===== config.mk =====
export PLATFORM = sky130hd
export DESIGN_NAME = spongent_hash_ctrl
export DESIGN_NICKNAME = d
export VERILOG_FILES = /design/src/rtl/spongent_hash_ctrl.sv
export SDC_FILE = /design/constraint.sdc
export NUM_CORES = 1
export LEC_CHECK = 0
export BUFFER_PORTS_ARGS = -buffer_cell sky130_fd_sc_hd__buf_2
export CORE_ASPECT_RATIO = 1.4
export CORE_MARGIN = 3
export CORE_UTILIZATION = 30
export CTS_CLUSTER_DIAMETER = 40
export DETAILED_ROUTE_END_ITERATION = 6
export GPL_TIMING_DRIVEN = 0
export MAX_ROUTING_LAYER = met4
export PLACE_DENSITY = 0.57
export SLEW_MARGIN = 20
export SYNTH_ARGS = -nofsm -noshare
export SYNTH_HDL_FRONTEND = slang
export SYNTH_SLANG_ARGS = --single-unit

===== constraint.sdc =====
create_clock -name clk -period 4.3 [get_ports clk]
set_input_delay 0.215 -clock clk [delete_from_list [all_inputs] [get_ports clk]]
set_output_delay 0.215 -clock clk [all_outputs]
set_load 0.03 [all_outputs]

===== src/rtl/spongent_hash_ctrl.sv =====
// spongent_hash_ctrl: master-side sequencer for a spongent core.
// Takes RATE-bit message blocks over valid/ready and absorbs them into the core.
// It then absorbs the mandatory 10* padding block and squeezes NBLK blocks into
// the digest. The digest is presented with a valid/ack handshake.
module spongent_hash_ctrl #(
    parameter int RATE      = 8,
    parameter int HASH_SIZE = 128
) (
    input  logic                 clk,
    input  logic                 reset,
    input  logic [RATE-1:0]      msg_data,
    input  logic                 msg_valid,
    input  logic                 msg_last,
    output logic                 msg_ready,
    output logic [HASH_SIZE-1:0] digest,
    output logic                 digest_valid,
    input  logic                 digest_ack,
    output logic                 ctrl_busy,
    output logic                 core_reset,
    output logic                 core_start_continue,
    output logic                 core_msg_data_available,
    output logic [RATE-1:0]      core_data_in,
    input  logic                 core_busy,
    input  logic [RATE-1:0]      core_data_out
);

    localparam int NBLK = HASH_SIZE / RATE;
    localparam int CW   = $clog2(NBLK + 1);

    localparam logic [CW-1:0]   CNT_LAST  = CW'(NBLK - 1);
    localparam logic [RATE-1:0] PAD_BLOCK = RATE'(1) << (RATE - 1);

    localparam logic [2:0] S_IDLE   = 3'd0;
    localparam logic [2:0] S_CRST   = 3'd1;
    localparam logic [2:0] S_ABSORB = 3'd2;
    localparam logic [2:0] S_ISSUE  = 3'd3;
    localparam logic [2:0] S_ARM    = 3'd4;
    localparam logic [2:0] S_WAIT   = 3'd5;
    localparam logic [2:0] S_SQCAP  = 3'd6;
    localparam logic [2:0] S_DONE   = 3'd7;

    localparam logic MODE_ABSORB  = 1'b0;
    localparam logic MODE_SQUEEZE = 1'b1;

    logic [2:0]           state;
    logic                 mode;
    logic                 last_r;
    logic                 pad_done;
    logic [CW-1:0]        cnt;
    logic [HASH_SIZE-1:0] digest_shift;

    // The first squeezed block ends up in the MSBs after NBLK left shifts.
    generate
        if (NBLK == 1) begin : g_single_blk
            assign digest_shift = core_data_out;
        end else begin : g_multi_blk
            assign digest_shift = {digest[HASH_SIZE-RATE-1:0], core_data_out};
        end
    endgenerate

    assign msg_ready           = (state == S_ABSORB);
    assign digest_valid        = (state == S_DONE);
    assign ctrl_busy           = (state != S_IDLE);
    assign core_start_continue = (state == S_ISSUE);
    // The core is held in reset by the controller's reset as well as by CRST.
    assign core_reset          = reset | (state == S_CRST);

    // Controller FSM plus the datapath registers it owns.
    // NOTE: all state is updated with non-blocking assignments so that every
    // register samples values from before the edge, regardless of statement order.
    always_ff @(posedge clk) begin
        if (reset) begin
            state                   <= S_IDLE;
            mode                    <= MODE_ABSORB;
            last_r                  <= 1'b0;
            pad_done                <= 1'b0;
            cnt                     <= '0;
            digest                  <= '0;
            core_data_in            <= '0;
            core_msg_data_available <= 1'b0;
        end else begin
            case (state)
                S_IDLE: begin
                    // The pending block is left on the bus; ABSORB takes it.
                    if (msg_valid) state <= S_CRST;
                end
                S_CRST: begin
                    digest   <= '0;
                    pad_done <= 1'b0;
                    cnt      <= '0;
                    mode     <= MODE_ABSORB;
                    state    <= S_ABSORB;
                end
                S_ABSORB: begin
                    if (msg_valid) begin
                        core_data_in            <= msg_data;
                        last_r                  <= msg_last;
                        core_msg_data_available <= 1'b1;
                        state                   <= S_ISSUE;
                    end
                end
                S_ISSUE: state <= S_ARM;
                // The core may take one cycle to raise busy, so busy is not looked at here.
                S_ARM:   state <= S_WAIT;
                S_WAIT: begin
                    if (!core_busy) begin
                        if (mode == MODE_SQUEEZE) begin
                            state <= S_SQCAP;
                        end else if (!last_r) begin
                            state <= S_ABSORB;
                        end else if (!pad_done) begin
                            // Whole-block input means padding is always its own block.
                            core_data_in            <= PAD_BLOCK;
                            core_msg_data_available <= 1'b1;
                            pad_done                <= 1'b1;
                            state                   <= S_ISSUE;
                        end else begin
                            mode  <= MODE_SQUEEZE;
                            state <= S_SQCAP;
                        end
                    end
                end
                S_SQCAP: begin
                    digest <= digest_shift;
                    cnt    <= cnt + 1'b1;
                    if (cnt == CNT_LAST) begin
                        state <= S_DONE;
                    end else begin
                        core_msg_data_available <= 1'b0;
                        state                   <= S_ISSUE;
                    end
                end
                S_DONE: begin
                    if (digest_ack) state <= S_IDLE;
                end
                default: state <= S_IDLE;
            endcase
        end
    end

endmodule

==> results of run 1 <==
==> synthesized netlist by cell type, types with 2 or more instances <==
cell	count	area (um2)
nor2_1	142	533.0
a211oi_1	2	15.01
buf_8	9	135.1
nor2b_1	4	25.02
buf_4	3	22.52
dfxtp_1	148	2963
ha_1	6	75.07
and2_1	3	18.77
buf_2	17	85.08
a22oi_1	130	975.9
nor2b_2	2	17.52
nand3_1	2	10.01
nor3b_1	2	15.01
buf_6	3	33.78
o21ai_0	4	20.02
inv_1	5	18.77
a21oi_1	15	75.07
nand3b_1	8	60.06
clkbuf_1	18	67.56
a31oi_1	2	12.51
nand2_1	12	45.04
nor3_1	2	10.01
==> layout by cell type, fill, tap and decap left out, drive strengths merged, types with 2 or more instances in the layout <==
cell type    n
buf        195
dfxtp      148
nor2       143
a22oi      130
clkbuf      37
a21oi       15
nand2       12
nand3b       8
ha           6
bufinv       6
inv          6
nor2b        6
o21ai        4
clkinv       4
and2         3
nand3        2
nor3         2
a211oi       2
nor3b        2
a31oi        2
clkinvlp     2
==> stage by stage <==
step                      hold slack [ns]  setup WS [ns]  std cells  util, %  total power [W]
after CTS                         0.02215          2.180        986    41.00         0.003830
after floorplan                    0.3625          2.592        555        -         0.001955
after global routing              0.05468          2.115        986    41.00         0.003938
after detailed placement           0.4450          2.387        954    37.16         0.002126
after global placement             0.4370          2.370        954    37.16         0.002129
final                             0.04413          2.206        986    41.00         0.003780
==> final timing paths <==
path / start / end / slack [ns] / cells after the start
max: state[1]$_SDFFE_PP0P_ / core_reset / 2.21 / 6
max reg2reg: state[0]$_SDFFE_PP0P_ / digest[7]$_SDFFE_PP0P_ / 2.40 / 9
min reg2reg: core_data_in[6]$_SDFFE_PP0P_ / core_data_in[6]$_SDFFE_PP0P_ / 0.45 / 2
min: core_data_out[2] / digest[2]$_SDFFE_PP0P_ / 0.04 / 3
==> cells by family (layout without fill, tap and decap cells) <==
family                   count (synthesis)  in the layout
AO/OA/AOI/OAI                          160            160
XOR/XNOR                                 1              1
adder cells (fa/ha/maj)                  6              6
buffers and inverters                   55            250
flip-flops                             148            148
AND/OR/NAND/NOR                        185            185
==> power breakdown <==
part / leakage, nW / internal [W] / total (W) / switching (W)
clock network: 0.323 / 0.00110 / 0.00169 / 0.000587
logic: 1.62 / 0.000253 / 0.000681 / 0.000428
registers: 1.19 / 0.00139 / 0.00141 / 0.0000154
==> sequential cells by signal (all words and copies together) (netlist names) <==
signal	count
digest	128
core_data_in	8
cnt	5
state	3
core_msg_data_available	1
last_r	1
mode	1
pad_done	1
==> routing by layer <==
| metal | share of wire, % | wire (um) | up-vias |
|---|---|---|---|
| met5 | 0 | 0 | - |
| met4 | 2.0 | 320 | 0 |
| met3 | 6.5 | 1062 | 22 |
| met2 | 48 | 7850 | 162 |
| met1 | 43 | 7039 | 2251 |
| li1 | - | - | 2343 |
==> cell type report <==
type	instances	area, um2	area share, %
clock buffers	19	442.9	6.183
repair buffers	163	815.8	11.39
multi-input cells	352	2056	28.70
flip-flops and latches	148	2963	41.36
inverters	5	18.77	0.2620
plain buffers	50	344.1	4.803
clock inverters	13	227.7	3.179
well taps	236	295.3	4.122
==> worst reg2reg max path: stages, from the launching register on <==
cell and delay, ns:
dfxtp_1 0.38, inv_1 0.08, ha_1 0.19, buf_2 0.18, and2_1 0.18, buf_6 0.13, buf_4 0.18, buf_2 0.20
a22oi_1 0.21, nor2_1 0.06
==> impl_metrics.csv, run 1 <==
group,metric,value,unit
run_status,status,"completed",
logic_synthesis,yosys.area_share.adder,1.395,%
floorplanning,initial_core_util,30.80,%
layout,drive_above_1_share,30.93,%
placement,gp_congestion,0.8017,
worst_setup_path,crit_slowest_cell,"dfxtp_1",
min_path,min_path_type,"input pin to flip-flop",
grt,use_met3,4.625,%
clock_tree,cts_buffers,17,
floorplanning,die_h,164.5,um
detailed_routing,ant_nets,0,
detailed_routing,drc,0,
clock_tree,clock_sinks,148,
clock_tree,cts_resized,0,
worst_setup_path,crit_chain,"inv_1 -> ha_1 -> buf_6 -> nor2b_2 -> or2_2 -> buf_2",
detailed_routing,drt_iter0_drc,325,
grt,met1_usage,20.44,%
placement,io_buffer_count,163,
layout,num_antenna_cells,0,
logic_synthesis,synthXorXnorAreaFrac,0.1628,%
logic_synthesis,async_reset_ff_share,0,%
worst_setup_path,slowest_delay,0.36,ns
sta,final_max_slew_viol_count,0,
worst_setup_path,start_kind,"flip-flop",
worst_setup_path,end_kind,"output pin",
grt,grt_usage,16.86,%
sta,period_needed,2.094,ns
clock_tree,cts.reportedPaths.clkPinSlew,0.06,ns
logic_synthesis,synthCells,555,
logic_synthesis,synth-seq-cells,148,
logic_synthesis,synth_flop_cell,"dfxtp_1",
clock_tree,htree_num_levels,4,
logic_synthesis,postSynthAreaPerCell,9.696,um2
logic_synthesis,seq_area_frac_synth,55.06,%
sta,slew_headroom,59.89,%
power,peakVddDrop,212.6,uV
layout,syn_to_final_growth,33.11,%
grt,antenna_found_initial,0,
logic_synthesis,synthMuxAreaShare,0,%
sta,fin_crit_sh,48.69,%
floorplanning,row_count,57,
power,p_per_area,527.6,nW/um2
layout,fin_area,7163,um2
logic_synthesis,synth_edf_count,0,
clock_tree,post_cts_buffers,0,
sta,tightest_slew,0.6017,ns
worst_setup_path,path_buf_inv,3,
clock_tree,clockBufferDepth,2,
sta,timing.fmax,477.7,MHz
floorplanning,num_io_pins,164,
layout,fillers,1773,
grt,grt_start_max_net_pins,17,
clock_tree,cts_tree,"yes",
sta,setup-violations-final,0,
logic_synthesis,synth_compound_area_share,21.69,%
worst_setup_path,path_max_fanout,10,
clock_tree,cts_hold_buffers,0,
grt,grt_overflow,0,
grt,grt_pass1_wl,25090,um
worst_setup_path,cp_top_family,"simple AND/OR/NAND/NOR gates",
flow_run,maxCapViolCount,0,
detailed_routing,drtPass1Iterations,5,
detailed_routing,viasPerCell,4.846,
placement,dpl.hpwl,11780,um
logic_synthesis,synth_nets,583,
logic_synthesis,synthDistinctLibCells,38,
sta,finalHoldViolations,0,
worst_setup_path,worst_ep_required_time,4.09,ns
grt,grt_util_met2,26.34,%
sta,fin_skew,0.01012,ns
worst_setup_path,cp.arrival,1.88,ns
logic_synthesis,synth-simple-area-share,14.95,%
floorplanning,dieArea,19600,um2
sta,rsz0062_at_grt,"no",
clock_tree,cts-root-buf,"clkbuf_16",
clock_tree,clk_latency,0.42,ns
worst_setup_path,crit_type,"flip-flop to output pin",
detailed_routing,wire_per_inst,16.51,um
layout,nNetsFinal,765,
sta,tns,0,ns
power,p_leak,3.131,nW
placement,dpl_cell_area,6492,um2
logic_synthesis,synth_top_family_by_area,"compound AO/OA/AOI/OAI gates",
logic_synthesis,synth_area,5381,um2
floorplanning,coreArea,17470,um2
floorplanning,die_w,119.2,um
logic_synthesis,synth_warnings,0,
detailed_routing,routed-via-count,4778,
grt,grt-busiest-layer,"met2",
detailed_routing,wl,16270,um
grt,grt_pass1_vias,4473,
Note: power is estimated with default switching activity, not from simulation.
==> inputs of run 2 (changes only) <==
--- a/config.mk
+++ b/config.mk
@@ -13,7 +13,7 @@
 export DETAILED_ROUTE_END_ITERATION = 6
 export GPL_TIMING_DRIVEN = 0
 export MAX_ROUTING_LAYER = met4
-export PLACE_DENSITY = 0.57
+export PLACE_DENSITY = 0.59
 export SLEW_MARGIN = 20
 export SYNTH_ARGS = -nofsm -noshare
 export SYNTH_HDL_FRONTEND = slang
==> constraint.sdc (replaced) <==
create_clock -name clk -period 1.9 [get_ports clk]
set_input_delay 0.095 -clock clk [delete_from_list [all_inputs] [get_ports clk]]
set_output_delay 0.095 -clock clk [all_outputs]
set_load 0.03 [all_outputs]
==> run 2 against run 1 <==
Flip-flop and latch count did not move. Clock power increased by 100%. Wire length is 1.9% higher. Critical endpoint is now digest[83]$_SDFFE_PP0P_.
==> impl_metrics.csv, run 2 (synthesis gave the netlist of run 1 again) <==
group,metric,value,unit
clock_tree,htree_num_levels,4,
sta,tns,0,ns
sta,tightest_slew,0.6593,ns
worst_setup_path,start_kind,"flip-flop",
worst_setup_path,startpoint,"state[0]$_SDFFE_PP0P_",
sta,timing.fmax,553.2,MHz
worst_setup_path,crit_type,"flip-flop to flip-flop",
floorplanning,die_w,119.2,um
grt,use_met3,4.248,%
worst_setup_path,path_max_fanout,10,
clock_tree,clk_latency,0.42,ns
clock_tree,clock_sinks,148,
layout,drive_above_1_share,32.64,%
sta,fin_skew,0.008542,ns
detailed_routing,routed-via-count,4888,
sta,period_needed,1.808,ns
grt,grt-busiest-layer,"met2",
grt,grt_pass1_wl,25720,um
detailed_routing,drt_iter0_drc,268,
clock_tree,clockBufferDepth,2,
floorplanning,num_io_pins,164,
clock_tree,cts_buffers,17,
clock_tree,cts.reportedPaths.clkPinSlew,0.07,ns
layout,num_antenna_cells,0,
floorplanning,row_count,57,
layout,nNetsFinal,784,
worst_setup_path,cp.arrival,2.11,ns
sta,setup-violations-final,0,
grt,grt_usage,17.02,%
power,swShare,30.03,%
floorplanning,die_h,164.5,um
sta,final_max_slew_viol_count,0,
worst_setup_path,cpMostUsedCell,"buf_6",
worst_setup_path,r2r-end,"digest[83]$_SDFFE_PP0P_",
detailed_routing,drtPass1Iterations,5,
placement,post-place-ws,-0.02803,ns
worst_setup_path,rr_startpoint,"state[0]$_SDFFE_PP0P_",
clock_tree,cts-root-buf,"clkbuf_16",
power,p_leak,3.191,nW
detailed_routing,wire_per_inst,16.49,um
clock_tree,cts_tree,"yes",
worst_setup_path,crit_slowest_cell,"dfxtp_2",
worst_setup_path,regToRegSetupSlack,0.09,ns
run_status,status,"completed",
power,seq_power_share,38.6,%
detailed_routing,wl,16580,um
sta,whs,0.09859,ns
layout,fillers,1739,
power,clock_power_share,41.0,%
layout,final_common_cell,"buf_2",
flow_run,maxCapViolCount,0,
layout,largest_register,"digest",
worst_setup_path,worst_ep_required_time,2.20,ns
sta,rsz0062_at_grt,"yes",
power,combPwrFrac,20.4,%
placement,gp_congestion,0.8168,
detailed_routing,viasPerCell,4.864,
grt,grt_overflow,0,
min_path,min_path_type,"input pin to flip-flop",
worst_setup_path,r2r_cells,9,
worst_setup_path,slowest_delay,0.35,ns
min_path,hp-start,"msg_valid",
sta,fin_crit_sh,95.13,%
grt,grt_util_met2,28.09,%
grt,grt_pass1_vias,4604,
layout,layout_common_cells,"170 x buf_2, 146 x dfxtp_1, 142 x nor2_1",
worst_setup_path,endpoint,"digest[83]$_SDFFE_PP0P_",
sta,finalHoldViolations,0,
floorplanning,coreArea,17470,um2
power,p_int,0.005781,W
detailed_routing,drc,0,
power,p_per_area,1112,nW/um2
power,peakVddDrop,578.9,uV
floorplanning,initial_core_util,30.80,%
worst_setup_path,end_kind,"flip-flop",
grt,grt_start_max_net_pins,17,
grt,met1_usage,20.48,%
placement,io_buffer_count,163,
placement,dpl.hpwl,11790,um
sta,setup_ws,0.09249,ns
layout,syn_to_final_growth,38.06,%
sta,slew_headroom,56.04,%
layout,largest_register_ffs,128,
floorplanning,dieArea,19600,um2
detailed_routing,ant_nets,0,
worst_setup_path,crit_chain,"inv_1 -> ha_1 -> buf_4 -> and2_1 -> buf_6 -> buf_6 -> buf_2 -> a22oi_1 -> nor2_1",
layout,reg_top3,"digest (128), core_data_in (8), cnt (5)",
grt,antenna_found_initial,0,
power,switchingPower,0.002481,W
==> run 2: timing repair <==
action | 4_1_cts | 5_1_grt
buffers inserted | 0 | 0
gates cloned | 0 | 0
endpoints found under the setup margin | 77 | 117
hold buffers | 19 | 0
endpoints found under the hold margin | 19 | 0
resized for setup | 5 | 43
==> run 2: critical path: cells and delay by family, from the launching register on <==
family	cells	cell delay, ns
buf+inv	5	0.71
compound gates	1	0.21
flops	1	0.35
fa+ha+maj	1	0.18
simple gates	2	0.23
==> run 2: layer usage <==
layer,part of all wire [%],vias up,wire length (um)
met3,5.3,19,883
met2,50,162,8300
li1,-,2395,-
met4,1.2,0,204
met5,0,-,0
met1,43,2312,7187
==> run 2: area by class of cell <==
cell class | instances | area (um2) | share of cell area, %
Tap cell | 236 | 295.3 | 3.974
Buffer | 50 | 387.9 | 5.221
Clock inverter | 15 | 170.2 | 2.290
Multi-Input combinational cell | 352 | 2155 | 29.00
Clock buffer | 17 | 425.4 | 5.726
Timing Repair Buffer | 182 | 1012 | 13.62
Sequential cell | 148 | 2965 | 39.91
Inverter | 5 | 18.77 | 0.2526
==> run 2: worst min-delay path by stage <==
stage,slack (ns),endpoint,cells past startpoint
floorplan,0.24,last_r$_SDFFE_PP0P_,2
global placement,0.34,digest[0]$_SDFFE_PP0P_,3
detailed placement,0.35,digest[2]$_SDFFE_PP0P_,3
CTS,0.07,last_r$_SDFFE_PP0P_,4
global route,0.1,core_data_in[7]$_SDFFE_PP0P_,4
finish,0.1,last_r$_SDFFE_PP0P_,4
==> run 2: power groups by stage <==
stage               logic (W)  registers, W  clock network [W]
global route          0.00182       0.00320            0.00362
global placement      0.00156       0.00325                  0
CTS                   0.00160       0.00319            0.00345
detailed placement    0.00156       0.00326                  0
finish                0.00168       0.00319            0.00339
floorplan             0.00112       0.00330                  0
==> run 2: per-stage QoR <==
stage / cell area (um2) / total power (W) / instances / util, %
6_report: 7430 / 0.008261 / 1005 / 42.52
3_3_place_gp: 6492 / 0.004819 / 954 / 37.16
3_5_place_dp: 6492 / 0.004814 / 954 / 37.16
4_1_cts: 7289 / 0.008244 / 1005 / 41.72
2_1_floorplan: 5381 / 0.004424 / 555 / -
5_1_grt: 7430 / 0.008626 / 1005 / 42.52
==> inputs of run 3 (changes only) <==
--- a/config.mk
+++ b/config.mk
@@ -8,12 +8,12 @@
 export BUFFER_PORTS_ARGS = -buffer_cell sky130_fd_sc_hd__buf_2
 export CORE_ASPECT_RATIO = 1.4
 export CORE_MARGIN = 3
-export CORE_UTILIZATION = 30
+export CORE_UTILIZATION = 46
 export CTS_CLUSTER_DIAMETER = 40
 export DETAILED_ROUTE_END_ITERATION = 6
 export GPL_TIMING_DRIVEN = 0
 export MAX_ROUTING_LAYER = met4
-export PLACE_DENSITY = 0.59
+export PLACE_DENSITY = 0.82
 export SLEW_MARGIN = 20
 export SYNTH_ARGS = -nofsm -noshare
 export SYNTH_HDL_FRONTEND = slang
==> run 3 against run 2 <==
First-iteration DRC count rose by 34%. Worst setup slack better by 0.023 ns. Register-to-register slack improved by 0.02 ns. Critical path type unchanged. Critical endpoint is now state[2]$_SDFFE_PP0P_.
==> impl_metrics.csv, run 3 (synthesis gave the netlist of run 1 again) <==
group,metric,value,unit
grt,antenna_found_initial,0,
grt,grt_start_max_net_pins,17,
worst_setup_path,cp.arrival,2.06,ns
detailed_routing,routed-via-count,5043,
run_status,status,"completed",
sta,finalHoldViolations,0,
layout,reg_top3,"digest (128), core_data_in (8), cnt (5)",
layout,largest_register,"digest",
grt,grt_pass1_wl,24840,um
clock_tree,cts_buffers,17,
layout,largest_register_ffs,128,
sta,period_needed,1.785,ns
worst_setup_path,rr_startpoint,"cnt[0]$_SDFFE_PP0P_",
layout,final_common_cell,"buf_2",
detailed_routing,ant_nets,0,
detailed_routing,wire_per_inst,17.05,um
layout,fillers,891,
worst_setup_path,path_max_fanout,4,
sta,setup-violations-final,0,
sta,tightest_slew,0.5839,ns
detailed_routing,drc,0,
min_path,min_to,"last_r$_SDFFE_PP0P_",
floorplanning,die_h,134.0,um
placement,gp_congestion,0.8990,
grt,grt_usage,23.94,%
sta,slew_headroom,61.07,%
floorplanning,row_count,46,
layout,layout_common_cells,"169 x buf_2, 146 x dfxtp_1, 142 x nor2_1",
placement,post-place-ws,-0.01701,ns
layout,syn_to_final_growth,36.76,%
worst_setup_path,end_kind,"flip-flop",
layout,fin_area,7360,um2
placement,dpl_cell_area,6377,um2
clock_tree,cts.reportedPaths.clkPinSlew,0.06,ns
min_path,hold_depth,3,
layout,nNetsFinal,783,
min_path,hp-start,"msg_valid",
floorplanning,coreArea,11400,um2
grt,grt_overflow,0,
sta,timing.fmax,560.2,MHz
worst_setup_path,worst_ep_required_time,2.18,ns
detailed_routing,viasPerCell,5.536,
clock_tree,clock_sinks,148,
worst_setup_path,crit_type,"flip-flop to flip-flop",
power,p_leak,3.195,nW
layout,num_antenna_cells,0,
power,peakVddDrop,666.0,uV
floorplanning,initial_core_util,47.22,%
placement,dp.cells,862,
clock_tree,clk_latency,0.41,ns
layout,stdcell_count,911,
layout,drive_above_1_share,33.25,%
placement,io_buffer_count,163,
min_path,min_path_type,"input pin to flip-flop",
power,p_per_area,1148,nW/um2
detailed_routing,drt_iter0_drc,358,
sta,final_max_slew_viol_count,0,
worst_setup_path,r2r_cells,6,
sta,setup_ws,0.1150,ns
clock_tree,htree_num_levels,4,
placement,dpl.hpwl,10910,um
floorplanning,num_io_pins,164,
floorplanning,dieArea,13050,um2
flow_run,maxCapViolCount,0,
worst_setup_path,r2r-end,"state[2]$_SDFFE_PP0P_",
detailed_routing,drtPass1Iterations,5,
floorplanning,die_w,97.41,um
grt,grt_pass1_vias,4851,
clock_tree,clockBufferDepth,2,
detailed_routing,wl,15530,um
worst_setup_path,regToRegSetupSlack,0.11,ns
clock_tree,cts_tree,"yes",
clock_tree,cts-root-buf,"clkbuf_16",
worst_setup_path,start_kind,"flip-flop",
sta,fin_skew,0.007413,ns
sta,fin_crit_sh,93.95,%
sta,rsz0062_at_grt,"no",
==> run 3: power by group <==
group,switching (W),internal [W]
Sequential,0.0000353,0.00316
Combinational,0.00101,0.000638
Clock,0.00125,0.00235
==> run 3: layer usage <==
metal	global-route usage, %	part of all wire [%]	wire (um)	vias up
li1	-	-	-	2379
met1	26.45	39	6077	2397
met2	41.53	51	7973	231
met3	6.087	6.9	1071	36
met4	9.007	2.7	412	0
met5	-	0	0	-
==> run 3: worst max-delay path by stage <==
stage                          start                      endpoint  slack, ns  cells after the start
5_1_grt        state[0]$_SDFFE_PP0P_       digest[35]$_SDFFE_PP0P_     0.0002                      8
6_report         cnt[0]$_SDFFE_PP0P_         state[2]$_SDFFE_PP0P_       0.11                      6
4_1_cts        state[0]$_SDFFE_PP0P_       digest[30]$_SDFFE_PP0P_      0.004                      9
3_3_place_gp   state[0]$_SDFFE_PP0P_        digest[3]$_SDFFE_PP0P_       0.06                      9
3_5_place_dp   state[0]$_SDFFE_PP0P_        digest[7]$_SDFFE_PP0P_      -0.02                      9
2_1_floorplan  state[0]$_SDFFE_PP0P_  core_data_in[4]$_SDFFE_PP0P_       0.19                      8
==> run 3: critical path: stages (launching register included) <==
cell and delay, ns:
dfxtp_1 0.34, ha_1 0.23, and3_1 0.19, ha_1 0.20, a221o_1 0.35, a221oi_1 0.28
nor2_1 0.07
==> run 3: layout make-up <==
cell class	instances	area [um2]	share of cell area [%]
inverter	5	18.77	0.2550
clock inverter	13	207.7	2.822
buffer	49	361.6	4.913
sequential	148	2965	40.29
tap	144	180.2	2.448
multi-input combinational	352	2177	29.58
clock buffer	18	439.2	5.967
timing repair buffer	182	1010	13.72
==> run 3: timing repair <==
item | in CTS | in global routing
hold endpoints to repair | 19 | 0
resized for setup | 5 | 41
hold buffers | 18 | 0
pin swaps | 0 | 1
setup endpoints to repair | 56 | 109
setup buffers | 0 | 1
==> run 3: through the flow <==
stage	util, %	total power (W)	hold slack, ns	setup TNS [ns]
5_1_grt	64.58	0.008766	0.03261	0
3_3_place_gp	55.96	0.004712	0.3422	0
3_5_place_dp	55.96	0.004764	0.3588	-0.02839
4_1_cts	63.32	0.008402	0.01267	0
2_1_floorplan	-	0.004424	0.2425	0
6_report	64.58	0.008446	0.04359	0
